--- config.mk ---
export PLATFORM = sky130hd
export DESIGN_NAME = cam_learn_ctrl
export DESIGN_NICKNAME = d
export VERILOG_FILES = /design/src/rtl/cam_learn_ctrl.sv
export SDC_FILE = /design/constraint.sdc
export NUM_CORES = 1
export LEC_CHECK = 0
export BUFFER_PORTS_ARGS = -buffer_cell sky130_fd_sc_hd__buf_2
export CORE_MARGIN = 5
export CORE_UTILIZATION = 52
export DETAILED_ROUTE_END_ITERATION = 10
export PLACE_DENSITY = 0.8
export SLEW_MARGIN = 10
export SYNTH_ARGS = -nofsm -noshare
export SYNTH_HDL_FRONTEND = slang
export SYNTH_SLANG_ARGS = --single-unit
--- constraint.sdc ---
create_clock -name clk -period 2.4 [get_ports clk]
set_clock_uncertainty 0.05 [all_clocks]
set_input_delay 0.12 -clock clk [delete_from_list [all_inputs] [get_ports clk]]
set_output_delay 0.12 -clock clk [all_outputs]
set_load 0.02 [all_outputs]
--- src/rtl/cam_learn_ctrl.sv ---
// cam_learn_ctrl: insert/delete maintenance controller in front of a CAM core.
// Accepts requests over valid/ready. It searches the CAM, allocates or frees a
// slot from a free bitmap, issues the table write and returns a one-cycle response.
// After reset it sweeps all CAM valid bits to zero, because the table has no reset.
//
// Ports:
//   clk, reset            clock, synchronous active-high reset
//   req_valid/req_ready   request handshake; req_op 0=insert 1=delete; req_data key
//   rsp_valid/status/addr one-cycle response (00 OK, 01 EXISTS, 10 FULL, 11 NOTFOUND)
//   free_count, init_done unallocated entry count; clear sweep completed
//   cam_we/addr/data/valid CAM write port
//   lookup_data           CAM search key (registered key)
//   lookup_hit/addr       CAM result, one cycle after lookup_data
//   flush                 only with CAM_LEARN_FLUSH_EN: re-run the sweep from IDLE
//
// Build option: define CAM_LEARN_FLUSH_EN to add the flush input.
module cam_learn_ctrl #(
  parameter int unsigned DATA_WIDTH = 32,
  parameter int unsigned ADDR_WIDTH = 5
) (
  input  logic                  clk,
  input  logic                  reset,
`ifdef CAM_LEARN_FLUSH_EN
  input  logic                  flush,
`endif
  input  logic                  req_valid,
  output logic                  req_ready,
  input  logic                  req_op,
  input  logic [DATA_WIDTH-1:0] req_data,
  output logic                  rsp_valid,
  output logic [1:0]            rsp_status,
  output logic [ADDR_WIDTH-1:0] rsp_addr,
  output logic [ADDR_WIDTH:0]   free_count,
  output logic                  init_done,
  output logic                  cam_we,
  output logic [ADDR_WIDTH-1:0] cam_addr,
  output logic [DATA_WIDTH-1:0] cam_data,
  output logic                  cam_valid,
  output logic [DATA_WIDTH-1:0] lookup_data,
  input  logic [ADDR_WIDTH-1:0] lookup_addr,
  input  logic                  lookup_hit
);

  localparam int unsigned ADDR_DEPTH = 2 ** ADDR_WIDTH;

  localparam logic [1:0] StatusOk       = 2'b00;
  localparam logic [1:0] StatusExists   = 2'b01;
  localparam logic [1:0] StatusFull     = 2'b10;
  localparam logic [1:0] StatusNotFound = 2'b11;

  typedef enum logic [2:0] {StInit, StIdle, StLook, StEval, StDone} state_e;

  state_e                  state_q, state_d;
  logic [ADDR_WIDTH-1:0]   sweep_q;
  logic [ADDR_DEPTH-1:0]   free_q;
  logic [ADDR_WIDTH:0]     free_count_q;
  logic                    init_done_q;
  logic [DATA_WIDTH-1:0]   key_q;
  logic                    op_q;
  logic [1:0]              status_q;
  logic [ADDR_WIDTH-1:0]   addr_q;
  logic                    we_q;
  logic                    wvalid_q;
  logic [ADDR_WIDTH-1:0]   alloc_addr;
  logic                    flush_req;

`ifdef CAM_LEARN_FLUSH_EN
  assign flush_req = flush;
`else
  assign flush_req = 1'b0;
`endif

  // Lowest-index free slot; scanning downward lets the lowest set bit win.
  always_comb begin
    alloc_addr = '0;
    for (int i = ADDR_DEPTH - 1; i >= 0; i--) begin
      if (free_q[i]) alloc_addr = ADDR_WIDTH'(i);
    end
  end

  // State register.
  always_ff @(posedge clk) begin
    if (reset) state_q <= StInit;
    else       state_q <= state_d;
  end

  // Next-state logic.
  always_comb begin
    state_d = state_q;
    unique case (state_q)
      StInit: if (&sweep_q) state_d = StIdle;
      StIdle: begin
        if (flush_req)      state_d = StInit;
        else if (req_valid) state_d = StLook;
      end
      StLook: state_d = StEval;
      StEval: state_d = StDone;
      StDone: state_d = StIdle;
      default: state_d = StInit;
    endcase
  end

  // Datapath registers.
  always_ff @(posedge clk) begin
    if (reset) begin
      sweep_q      <= '0;
      free_q       <= '1;
      free_count_q <= (ADDR_WIDTH + 1)'(ADDR_DEPTH);
      init_done_q  <= 1'b0;
      key_q        <= '0;
      op_q         <= 1'b0;
      status_q     <= StatusOk;
      addr_q       <= '0;
      we_q         <= 1'b0;
      wvalid_q     <= 1'b0;
    end else begin
      unique case (state_q)
        StInit: begin
          sweep_q <= sweep_q + 1'b1;  // wraps back to 0 after the last index
          if (&sweep_q) begin
            free_q       <= '1;
            free_count_q <= (ADDR_WIDTH + 1)'(ADDR_DEPTH);
            init_done_q  <= 1'b1;
          end
        end
        StIdle: begin
          if (flush_req) begin
            init_done_q <= 1'b0;
            sweep_q     <= '0;
          end else if (req_valid) begin
            key_q <= req_data;
            op_q  <= req_op;
          end
        end
        StEval: begin
          we_q     <= 1'b0;
          wvalid_q <= 1'b0;
          addr_q   <= '0;
          if (!op_q) begin
            if (lookup_hit) begin
              status_q <= StatusExists;
              addr_q   <= lookup_addr;
            end else if (free_count_q != '0) begin
              status_q <= StatusOk;
              addr_q   <= alloc_addr;
              we_q     <= 1'b1;
              wvalid_q <= 1'b1;
            end else begin
              status_q <= StatusFull;
            end
          end else if (lookup_hit) begin
            status_q <= StatusOk;
            addr_q   <= lookup_addr;
            we_q     <= 1'b1;
          end else begin
            status_q <= StatusNotFound;
          end
        end
        StDone: begin
          // Bitmap and count follow the write issued this cycle.
          if (we_q) begin
            if (wvalid_q) begin
              free_q[addr_q] <= 1'b0;
              free_count_q   <= free_count_q - 1'b1;
            end else begin
              free_q[addr_q] <= 1'b1;
              free_count_q   <= free_count_q + 1'b1;
            end
          end
          we_q <= 1'b0;
        end
        default: ;
      endcase
    end
  end

  // Outputs; held at reset values while reset is asserted.
  always_comb begin
    req_ready  = 1'b0;
    rsp_valid  = 1'b0;
    rsp_status = StatusOk;
    rsp_addr   = '0;
    cam_we     = 1'b0;
    cam_addr   = '0;
    cam_data   = '0;
    cam_valid  = 1'b0;
    if (!reset) begin
      unique case (state_q)
        StInit: begin
          cam_we   = 1'b1;
          cam_addr = sweep_q;
        end
        StIdle: req_ready = !flush_req;
        StDone: begin
          rsp_valid  = 1'b1;
          rsp_status = status_q;
          rsp_addr   = addr_q;
          cam_we     = we_q;
          cam_addr   = addr_q;
          cam_data   = key_q;
          cam_valid  = wvalid_q;
        end
        default: ;
      endcase
    end
  end

  assign lookup_data = key_q;
  assign init_done   = init_done_q;
  assign free_count  = free_count_q;

endmodule

* Word level (Yosys, flattened, before mapping) *
Index checks and enable logic that the tools add are counted.

cells by class
  add/sub/neg operators = 3
  multipliers = 0
  divide/modulo/power cells = 0
  magnitude comparators = 2
  equality and inequality tests = 7
  shift-type cells = 0
  mux-type cells = 75
  bitwise logic cells = 3
  reductions and logical operators = 10

operators by type and width
  kind                                                                number
  two-way mux 5 bit                                                   39
  two-way mux 32 bit                                                  5
  case mux 32 bit (2 select lines)                                    1
  bitwise AND 32 bit                                                  1
  inverter 32 bit                                                     1
  OR 32 bit                                                           1
  two-way mux 6 bit                                                   3
  case mux 3 bit (5 select lines)                                     1
  two-way mux 1 bit                                                   13
  two-way mux 2 bit                                                   6
  case mux 6 bit (2 select lines)                                     1
  case mux 5 bit (2 select lines)                                     1
  adder 6 x 1 -> 6 bit (second input constant)                        1
  equality test 3 x 2 -> 1 bit (second input constant)                2
  less-than comparator 5 x 6 -> 1 bit (second input constant)         1
  two-way mux 3 bit                                                   2
  != test 2 bit (second input constant)                               3
  AND reduction 6 bit                                                 1
  nonzero test 6 bit                                                  1
  subtractor 6 x 1 -> 6 bit (second input constant)                   1
  adder 5 x 1 -> 5 bit (second input constant)                        1
  demux 1 bit (select 5 bit)                                          1
  greater-or-equal comparator 5 x 1 -> 1 bit (second input constant)  1
  AND reduction 5 bit                                                 1
  other kinds (8)                                                     11

word-level totals
  register bits after elaboration = 89
  bits in latches = 0
  memory bits (writable) = 0
  memory bits (read-only) = 0
  word-level logic and storage cells = 111
  memories = 0

* Longest topological paths before layout *
Gate-level depths: netlist of run 1.

  depth in word-level cells = 35
  mapped depth = 9
  depth with buffers taken out = 8

* Worst setup path before layout of run 1 *
No wires, ideal clock.

  kind = register to register
  start = reg sweep_q[0]
  end = reg free_count_q[5], in the netlist free_count[5]
  setup time = 132 ps
  arrival time = 1999 ps
  required time = 2218 ps
  slack = 219 ps
  cell stages (with the launch flop) = 10
  path buffers = 1
  period minus slack after synthesis = 2181 ps
  cell sequence = dfxtp_1 ha_1 and3_1 ha_1 mux2i_1 or2_1 buf_2 or4_4 nand3_1 nand3_2

between the ends
  longest elaborated chain between the ends = 3

ends and longest elaborated chain
  what                           RTL line  text
  start: declaration             54        logic [ADDR_WIDTH-1:0] sweep_q;
  start signal: assignment       119       sweep_q <= sweep_q + 1'b1;
  AND reduction 5 bit            120       if (&sweep_q) begin
  != test 2 bit (no line)        n/a
  AND reduction 3 bit (no line)  n/a
  end signal: assignment         108       free_count_q <= (ADDR_WIDTH + 1)'(ADDR_DEPTH);
  end signal: assignment         122       free_count_q <= (ADDR_WIDTH + 1)'(ADDR_DEPTH);
  end signal: assignment         164       free_count_q <= free_count_q - 1'b1;
  end: declaration               56        logic [ADDR_WIDTH:0] free_count_q;

No other way between the ends.
A chain may end at the register's enable or synchronous reset.

* Worst setup path in the final report of run 1 *
Ends and elaborated chain as after synthesis.

==> results of run 1 <==
-- logic make-up (layout without fill, tap and decap cells) --
logic type | count (synthesis) | after routing | synth area share
compound gates | 151 | 151 | 0.217
buf+inv | 46 | 195 | 0.0428
fa+ha+maj | 7 | 7 | 0.0220
xor+xnor | 7 | 7 | 0.0142
flops | 89 | 89 | 0.412
simple gates | 240 | 240 | 0.274
other cells | 0 | 3 | 0
mux | 8 | 8 | 0.0185
-- layout make-up --
type                    count  area, um^2  share of cell area
inverters                   6        22.5             0.00404
well taps                 105         131              0.0236
diodes                      3        7.51             0.00135
repair buffers            175        1090               0.195
flip-flops and latches     89        1780               0.320
multi-input cells         413        2390               0.429
clock inverters             5        25.0             0.00449
clock buffers               9         124              0.0222
-- worst paths after layout --
| kind | startpoint | endpoint | cells after the start |
|---|---|---|---|
| setup reg to reg | sweep_q[0] | free_count[5] | 8 |
| setup / recovery | sweep_q[0] | free_count[5] | 8 |
| hold reg to reg | lookup_data[3] | lookup_data[3] | 2 |
| hold / removal | reset | state_q[0] | 2 |
-- cell usage after synthesis (2+ instances only) --
cell | instances | area share
sky130_fd_sc_hd__or2_1 | 2 | 0.0029
sky130_fd_sc_hd__o21ai_0 | 37 | 0.043
sky130_fd_sc_hd__o311ai_0 | 24 | 0.049
sky130_fd_sc_hd__clkbuf_2 | 5 | 0.0058
sky130_fd_sc_hd__or4_1 | 4 | 0.0069
sky130_fd_sc_hd__nor2b_1 | 8 | 0.012
sky130_fd_sc_hd__nand3b_1 | 3 | 0.0052
sky130_fd_sc_hd__or3_1 | 2 | 0.0029
sky130_fd_sc_hd__nor4_1 | 11 | 0.016
sky130_fd_sc_hd__nand3_1 | 3 | 0.0035
sky130_fd_sc_hd__clkbuf_1 | 28 | 0.024
sky130_fd_sc_hd__a211oi_1 | 7 | 0.012
sky130_fd_sc_hd__and2_1 | 42 | 0.061
sky130_fd_sc_hd__xnor2_1 | 4 | 0.0081
sky130_fd_sc_hd__o31ai_1 | 2 | 0.0035
sky130_fd_sc_hd__inv_1 | 6 | 0.0052
sky130_fd_sc_hd__nor3_1 | 14 | 0.016
sky130_fd_sc_hd__ha_1 | 6 | 0.017
sky130_fd_sc_hd__buf_1 | 4 | 0.0035
sky130_fd_sc_hd__a21oi_1 | 55 | 0.064
sky130_fd_sc_hd__nand2b_1 | 2 | 0.0029
sky130_fd_sc_hd__a22oi_1 | 5 | 0.0087
sky130_fd_sc_hd__nand4_1 | 5 | 0.0072
sky130_fd_sc_hd__nor2_1 | 41 | 0.036
sky130_fd_sc_hd__and3_1 | 5 | 0.0072
sky130_fd_sc_hd__xor2_1 | 3 | 0.0061
sky130_fd_sc_hd__a31oi_1 | 3 | 0.0043
sky130_fd_sc_hd__o211ai_1 | 3 | 0.0052
sky130_fd_sc_hd__mux2i_1 | 8 | 0.019
sky130_fd_sc_hd__a21o_1 | 8 | 0.014
sky130_fd_sc_hd__buf_2 | 2 | 0.0023
sky130_fd_sc_hd__nand2_1 | 90 | 0.078
sky130_fd_sc_hd__dfxtp_1 | 89 | 0.41
-- repair_timing --
item / in CTS / in global routing
buffers inserted: 0 / 3
endpoints found under the setup margin: 0 / 30
resized for setup: 0 / 9
hold buffers: 33 / 0
endpoints found under the hold margin: 33 / 0
-- through the flow --
step / setup slack [ns] / hold WS, ns / power (mW)
after global placement: 0.169 / 0.310 / 1.61
after CTS: 0.00426 / 0.0324 / 2.48
after detailed placement: 0.0422 / 0.317 / 1.61
final: 0.111 / 0.0514 / 2.47
after global routing: 0.00571 / 0.0545 / 2.56
after floorplan: 0.219 / 0.206 / 1.56
-- metal layers --
metal | vias to the layer above | GRT usage | routed length [um]
met3 | 30 | 0.0572 | 770
met4 | 0 | 0.112 | 346
met1 | 2183 | 0.287 | 5140
met2 | 149 | 0.423 | 6550
met5 | - | 0 | 0
li1 | 2238 | - | -
-- registers in the layout, summed over array words and instances, names as in the netlist, 2 cells and up --
name and count:
free_count 6, sweep_q 5, addr_q 5, state_q 3
lookup_data 32, free_q 32, status_q 2
-- report_power, final --
group / total, mW / switching [mW] / internal (mW)
Combinational: 0.136 / 0.0617 / 0.0741
Sequential: 1.48 / 0.00502 / 1.48
Clock: 0.845 / 0.489 / 0.355
-- cell usage in the layout, fill, tap and decap left out, types with 2 or more instances in the layout --
cell type	netlist	routed
sky130_fd_sc_hd__nor2_1	41	41
sky130_fd_sc_hd__nand3b_1	3	3
sky130_fd_sc_hd__or3_1	2	2
sky130_fd_sc_hd__a21oi_1	55	55
sky130_fd_sc_hd__nand2_1	90	86
sky130_fd_sc_hd__nand3_1	3	3
sky130_fd_sc_hd__o311ai_0	24	23
sky130_fd_sc_hd__o31ai_1	2	2
sky130_fd_sc_hd__a31oi_1	3	3
sky130_fd_sc_hd__and3_1	5	5
sky130_fd_sc_hd__xor2_1	3	3
sky130_fd_sc_hd__inv_1	6	6
sky130_fd_sc_hd__a21o_1	8	8
sky130_fd_sc_hd__nand2b_1	2	2
sky130_fd_sc_hd__nand2_2	0	4
sky130_fd_sc_hd__mux2i_1	8	7
sky130_fd_sc_hd__diode_2	0	3
sky130_fd_sc_hd__clkinv_2	0	5
sky130_fd_sc_hd__o21ai_0	37	37
sky130_fd_sc_hd__ha_1	6	6
sky130_fd_sc_hd__a211oi_1	7	7
sky130_fd_sc_hd__nand4_1	5	5
sky130_fd_sc_hd__o211ai_1	3	3
sky130_fd_sc_hd__nor2b_1	8	8
sky130_fd_sc_hd__xnor2_1	4	4
sky130_fd_sc_hd__buf_4	1	13
sky130_fd_sc_hd__nor4_1	11	11
sky130_fd_sc_hd__dfxtp_1	89	89
sky130_fd_sc_hd__and2_1	42	42
sky130_fd_sc_hd__or4_1	4	4
sky130_fd_sc_hd__clkbuf_8	0	9
sky130_fd_sc_hd__dlygate4sd3_1	0	33
sky130_fd_sc_hd__nor3_1	14	14
sky130_fd_sc_hd__or2_4	0	2
sky130_fd_sc_hd__buf_2	2	128
sky130_fd_sc_hd__a22oi_1	5	5
==> results.txt, run 1 <==
The flow ran to the end, and the final reports show no timing, DRC or antenna violations. The core area is 8180 um^2. In this run the number of H-tree levels came out at 3. The global placement routability congestion came out at roughly 0.91. The fraction of layout cells with a size suffix above 1 came out at 0.244. The number of nets handed over by synthesis was 597. In the synthesized netlist the async set-or-reset flop fraction comes to 0.

The number of max-slew violations in the final report came out at 0. The slew at the pin with the worst max-slew slack came out at about 0.6 ns. The clock latency of the later-clocked register in the worst-skew pair came out at approximately 0.35 ns. The via total after detailed routing is ~4,600. Data on the critical path arrives at its endpoint at between 2 and 2.5 ns.

After synthesis the netlist holds a flip-flop and latch count of 89. The worst min-delay path category is input port to flop. The library cell appearing most often on the critical path is sky130_fd_sc_hd__ha_1.

In the routed design, unresolved DRC markers number 0. The filler cells instantiated in the layout total roughly 700. The setup TNS after final layout is 0 ns.

Setup repair after global routing left no endpoint under its margin. The library cell used as clock root buffer is sky130_fd_sc_hd__clkbuf_8. The initial core utilization came out at 0.529. The shortest clock period the worst path allows after layout is approximately 2.3 ns. The clock input transition at the sequential cells of the worst setup and hold paths came out at around 0.08 ns. TritonCTS built the clock tree. The number of antenna violations at the first check in global routing came to 0. The number of standard cells in the final layout excluding fillers is just over 800. The achievable clock frequency is 0.437 GHz. Pin placement for this block handled about 130 I/O pins. In this run the deepest clock path goes through 2 buffers.

The total overflow reported by the global router is 0. The number of clock buffers added by TritonCTS is 9. The first-pass GRT wire length is about 20 mm. The area of placed instances came out at approximately 5000 um^2. In this run the horizontal extent of the chip is 101 um. In this run the worst path has a maximum fanout of 6.

STA classifies the critical path endpoint as a flop. Counting both buffers and inverters, the worst setup path holds a total of 0. The hold violation count in the final report came out at 0.

STA classifies the critical path startpoint as a flop. After floorplanning, the core was divided into 33 placement rows. In this run, the number of DRC markers left after iteration 0 of detailed routing was 200. The setup violation total in the final timing report is 0. The critical path required time is ~2.6 ns. The total routing usage reported by global routing came out at 0.245. The number of instances in the placed design came out at ~750. The cell family contributing the most delay on the critical path is simple AND/OR/NAND/NOR gates. The count of TritonRoute iterations in the first routing pass came out at 5.

Summing every instance area after synthesis gives 4330 um^2. The number of I/O port buffers came out at 128. The number of enable flip-flop cells after synthesis is 0. The area of all placed cells without fillers is between 5000 and 6000 um^2.

The sum of routed wire length over all layers is approximately 13 mm. In the synthesized netlist the dominant register cell turns out to be sky130_fd_sc_hd__dfxtp_1. The average vias per placed instance is 5.71. The net count of the finished layout is roughly 740.

The clock drives 89 sinks. The number of global-route vias before repair is roughly 4,300. Entering global routing, the biggest net connects 36 pins. The cell count after synthesis came out at between 500 and 600. The post-detailed-route wirelength per cell came out at ~16 um.

The distinct cell type count after synthesis came out at 50. The portion of the clock cycle consumed by the worst path in the final layout is 0.954. The post-synthesis to final-layout area growth is 28.7%. The die outline area came out at just over 10,000 um^2. The worst-case vdd ir drop is 295 uV.

Yosys printed 0 warnings. The reg2reg setup slack came out at between 0.1 and 0.15 ns. The mean instance size in the synthesized netlist is ~8 um^2. The max-slew headroom at the worst pin came out at 0.594. The delay of the slowest cell on the worst path is between 0.5 and 0.6 ns.

For this design the ratio of total power to cell area is 443 nW/um^2. Once layout is complete, the utilization of the core stands at 0.681. The critical path goes through ha_1 -> and3_1 -> ha_1 -> mux2i_2 -> or2_4 -> or4_4 -> nand3_1 -> nand3_2. Summed over all nets, the half-perimeter wirelength after detailed placement is between 8 and 9 mm. The critical path is of the flop to flop type. The cell at the slowest stage of the critical path is sky130_fd_sc_hd__or4_4. Of the synthesized area, sequential elements account for 0.412.

The max-capacitance violation count is 0. The remaining number of nets flagged by the antenna check after routing is 0. The static leakage power came out at approximately 2.4 nW. The die height came out at about 100 um.
Note: power is estimated with default switching activity, not from simulation.
==> inputs of run 2 (changes only) <==
==> constraint.sdc (replaced) <==
create_clock -name clk -period 2.4 [get_ports clk]
set_clock_uncertainty 0.05 [all_clocks]
set_input_delay 0.36 -clock clk [delete_from_list [all_inputs] [get_ports clk]]
set_output_delay 0.36 -clock clk [all_outputs]
set_load 0.02 [all_outputs]
==> results.txt, run 2 (same netlist as run 1, synthesis figures left out) <==
The kind of end point of the critical path was an output port (was flop). The kind of critical path is flop to output port (was flop to flop). The setup TNS after final layout came to 0 ns (unchanged). The pin count of the biggest net entering global routing is 59 (was 36). The number of global-route vias before repair is 3,983 (was 4,300).

The highest net fanout along the worst path came out at 18 (was 6). The number of max-slew violations in the final report is 0 (unchanged). The proportion of total power due to net switching came out at 0.212 (was 0.226). The total overflow reported by the global router is 0 (unchanged). The kind of cell adding the most delay to the critical path is simple AND/OR/NAND/NOR gates (unchanged). The average vias per placed instance came out at 5.69 (was 5.71). The first-pass GRT wire length is 18.8 mm (was 20.3 mm). Sequence of cells on the critical path: or2_4 -> nor3b_2 -> buf_6 -> and2_1 -> a21o_1 -> buf_2 (was ha_1 -> and3_1 -> ha_1 -> mux2i_2 -> or2_4 -> or4_4 -> nand3_1 -> nand3_2). The max-capacitance violation count is 0 (unchanged).

The shortest clock period the worst path allows after layout is 2.29 ns (about the same). The global placement routability congestion is 0.893 (was 0.908). The clock latency of the later-clocked register in the worst-skew pair came out at 0.36 ns (was 0.35 ns).

The max-slew headroom at the worst pin is 0.597 (was 0.594). The DRC violation total after the first TritonRoute iteration is 326 (was 200). The part of the total power dissipated in combinational logic is 0.035 (was 0.055).

The clock tree from TritonCTS was yes (unchanged). The sum of routed wire length over all layers is 11.9 mm (was 12.8 mm). The net count of the finished layout came to 708 (was 743). The portion of the clock cycle consumed by the worst path in the final layout is 0.955 (was 0.954).

The x dimension of the die is 101 um (unchanged). The die outline area came out at 10,200 um^2 (unchanged). The library cell used as clock root buffer is sky130_fd_sc_hd__clkbuf_8 (unchanged). The die height came out at 101 um (unchanged). The total routing usage reported by global routing came out at 0.224 (was 0.245). The count of TritonRoute iterations in the first routing pass came out at 5 (unchanged).

The power per cell area is 494 nW/um^2 (was 443 nW/um^2). The net switching power is 552 uW (was 556 uW). The cell at the slowest stage of the critical path is sky130_fd_sc_hd__dfxtp_1 (was sky130_fd_sc_hd__or4_4). The total half-perimeter wirelength after legalization and detailed placement came out at 8.72 mm (was 8.81 mm). The number of hold buffers added after cts came out at 0 (was 33). The slew at the pin with the worst max-slew slack is 0.604 ns (about the same). The maximum count of clock buffers along a single path came to 2 (unchanged). The initial core utilization came out at 0.529 (unchanged). The most common cell after layout, fill and taps aside is sky130_fd_sc_hd__buf_2 (unchanged). The critical path required time is 1.99 ns (was 2.58 ns). The number of buffers created by CTS is 9 (unchanged). The number of antenna violations at the first check in global routing is 0 (unchanged). The number of top-level design ports came to 129 (unchanged). Unrepaired setup endpoints after global routing: yes (was no).

The worst-case vdd ir drop is 291 uV (was 295 uV). The fraction of power consumed by the clock network is 0.395 (was 0.343). The core area came to 8180 um^2 (unchanged). The via total after detailed routing is 4,367 (was 4,600). The number of setup buffers added after CTS came to 0 (unchanged).

The cell-internal power came out at 2.05 mW (was 1.91 mW). The number of I/O port buffers came out at 128 (unchanged). The worst min-delay path category was input port to flop (unchanged).

The fraction of layout cells with a size suffix above 1 is 0.247 (was 0.244). The clock input transition at the sequential cells of the worst setup and hold paths is 0.08 ns (about the same). The final routed DRC violation total came out at 0 (unchanged).

The post-synthesis to final-layout area growth came to 21.7% (was 28.7%). The total number of clock tree sinks is 89 (unchanged). The remaining number of nets flagged by the antenna check after routing is 0 (unchanged). The worst hold margin is 0.188 ns (was 0.0514 ns). The achievable clock frequency is 0.436 GHz (was 0.437 GHz). The H-tree level count is 3 (unchanged). The number of inserted diodes came out at 0 (was 3). The post-detailed-route wirelength per cell is 15.5 um (was 15.9 um). The row count came out at 33 (unchanged). The arrival time at the worst endpoint came to 1.88 ns (was 2.47 ns). The setup violation total in the final timing report came out at 0 (unchanged). Result of the run: finished, final reports clean (unchanged). The kind of start point of the critical path is a flop (unchanged). The static leakage power is 2.30 nW (was 2.43 nW). The delay of the slowest cell on the worst path is 0.32 ns (was 0.52 ns). Commonest cells after routing, fill and taps aside: 128 x sky130_fd_sc_hd__buf_2, 89 x sky130_fd_sc_hd__nand2_1, 88 x sky130_fd_sc_hd__dfxtp_1 (was 128 x sky130_fd_sc_hd__buf_2, 89 x sky130_fd_sc_hd__dfxtp_1, 86 x sky130_fd_sc_hd__nand2_1). The hold violation count in the final report came out at 0 (unchanged). The sum of buffers and inverters on the critical path is 2 (was 0).

The share of power burned in registers is 0.570 (was 0.602).
-- run 2: changes by cell type in the layout (fill, tap and decap cells not counted), moves of 2 or more --
cell,change
sky130_fd_sc_hd__dlygate4sd3_1,-33
sky130_fd_sc_hd__clkinv_2,-5
sky130_fd_sc_hd__buf_4,-4
sky130_fd_sc_hd__diode_2,-3
sky130_fd_sc_hd__nand2_1,+3
sky130_fd_sc_hd__nand2_2,-3
sky130_fd_sc_hd__clkbuf_1,+2
sky130_fd_sc_hd__clkbuf_8,+2
-- run 2: path summary, 6_finish.rpt --
path	start	end	slack [ns]	cells after the start
worst max register to register	sweep_q[1]	free_count[5]	0.12	8
worst max-delay path	state_q[0]	cam_addr[1]	0.11	6
worst min register to register	lookup_data[27]	lookup_data[27]	0.42	2
worst min-delay path	req_data[5]	lookup_data[5]	0.19	3
-- run 2: timing repair --
item	4_1_cts	5_1_grt
resized for setup	1	4
gates cloned	0	0
setup endpoints to repair	5	21
-- run 2: layout make-up --
cell class / instances / area, um^2
clock inverter: 2 / 37.5
clock buffer: 13 / 159
timing repair buffer: 140 / 759
multi-input combinational: 413 / 2370
tap: 105 / 131
sequential: 89 / 1780
inverter: 6 / 22.5
fill: 733 / 2910
-- run 2: layer usage --
metal	share of wire	track usage	up-vias	wire length, um
met3	0.071	0.0482	26	843
met5	0	0	-	0
li1	-	-	2158	-
met1	0.41	0.277	2025	4910
met4	0.023	0.0757	0	277
met2	0.49	0.387	158	5880
-- run 2: metrics by stage --
| step | setup WS, ns | utilization | instances | power (mW) | area [um^2] |
|---|---|---|---|---|---|
| 2_1_floorplan | 0.118 | - | 548 | 1.56 | 4330 |
| 3_3_place_gp | 0.171 | 0.619 | 753 | 1.61 | 5060 |
| 3_5_place_dp | 0.0852 | 0.619 | 753 | 1.61 | 5060 |
| 4_1_cts | 0.0633 | 0.643 | 768 | 2.62 | 5260 |
| 5_1_grt | -0.0807 | 0.644 | 768 | 2.70 | 5270 |
| 6_report | 0.109 | 0.644 | 768 | 2.60 | 5270 |
-- run 2: power by group through the flow --
stage          Sequential, mW  Clock (mW)  Combinational (mW)
6_report                 1.48        1.03              0.0904
3_5_place_dp             1.52           0              0.0898
3_3_place_gp             1.52           0              0.0876
5_1_grt                  1.49        1.11              0.0980
4_1_cts                  1.48        1.05              0.0904
2_1_floorplan            1.52           0              0.0423
-- run 2: tightest hold or removal path, delay by kind of cell --
family          cells  cell delay (ns)
buf+inv             1             0.10
compound gates      1             0.05
simple gates        1             0.05
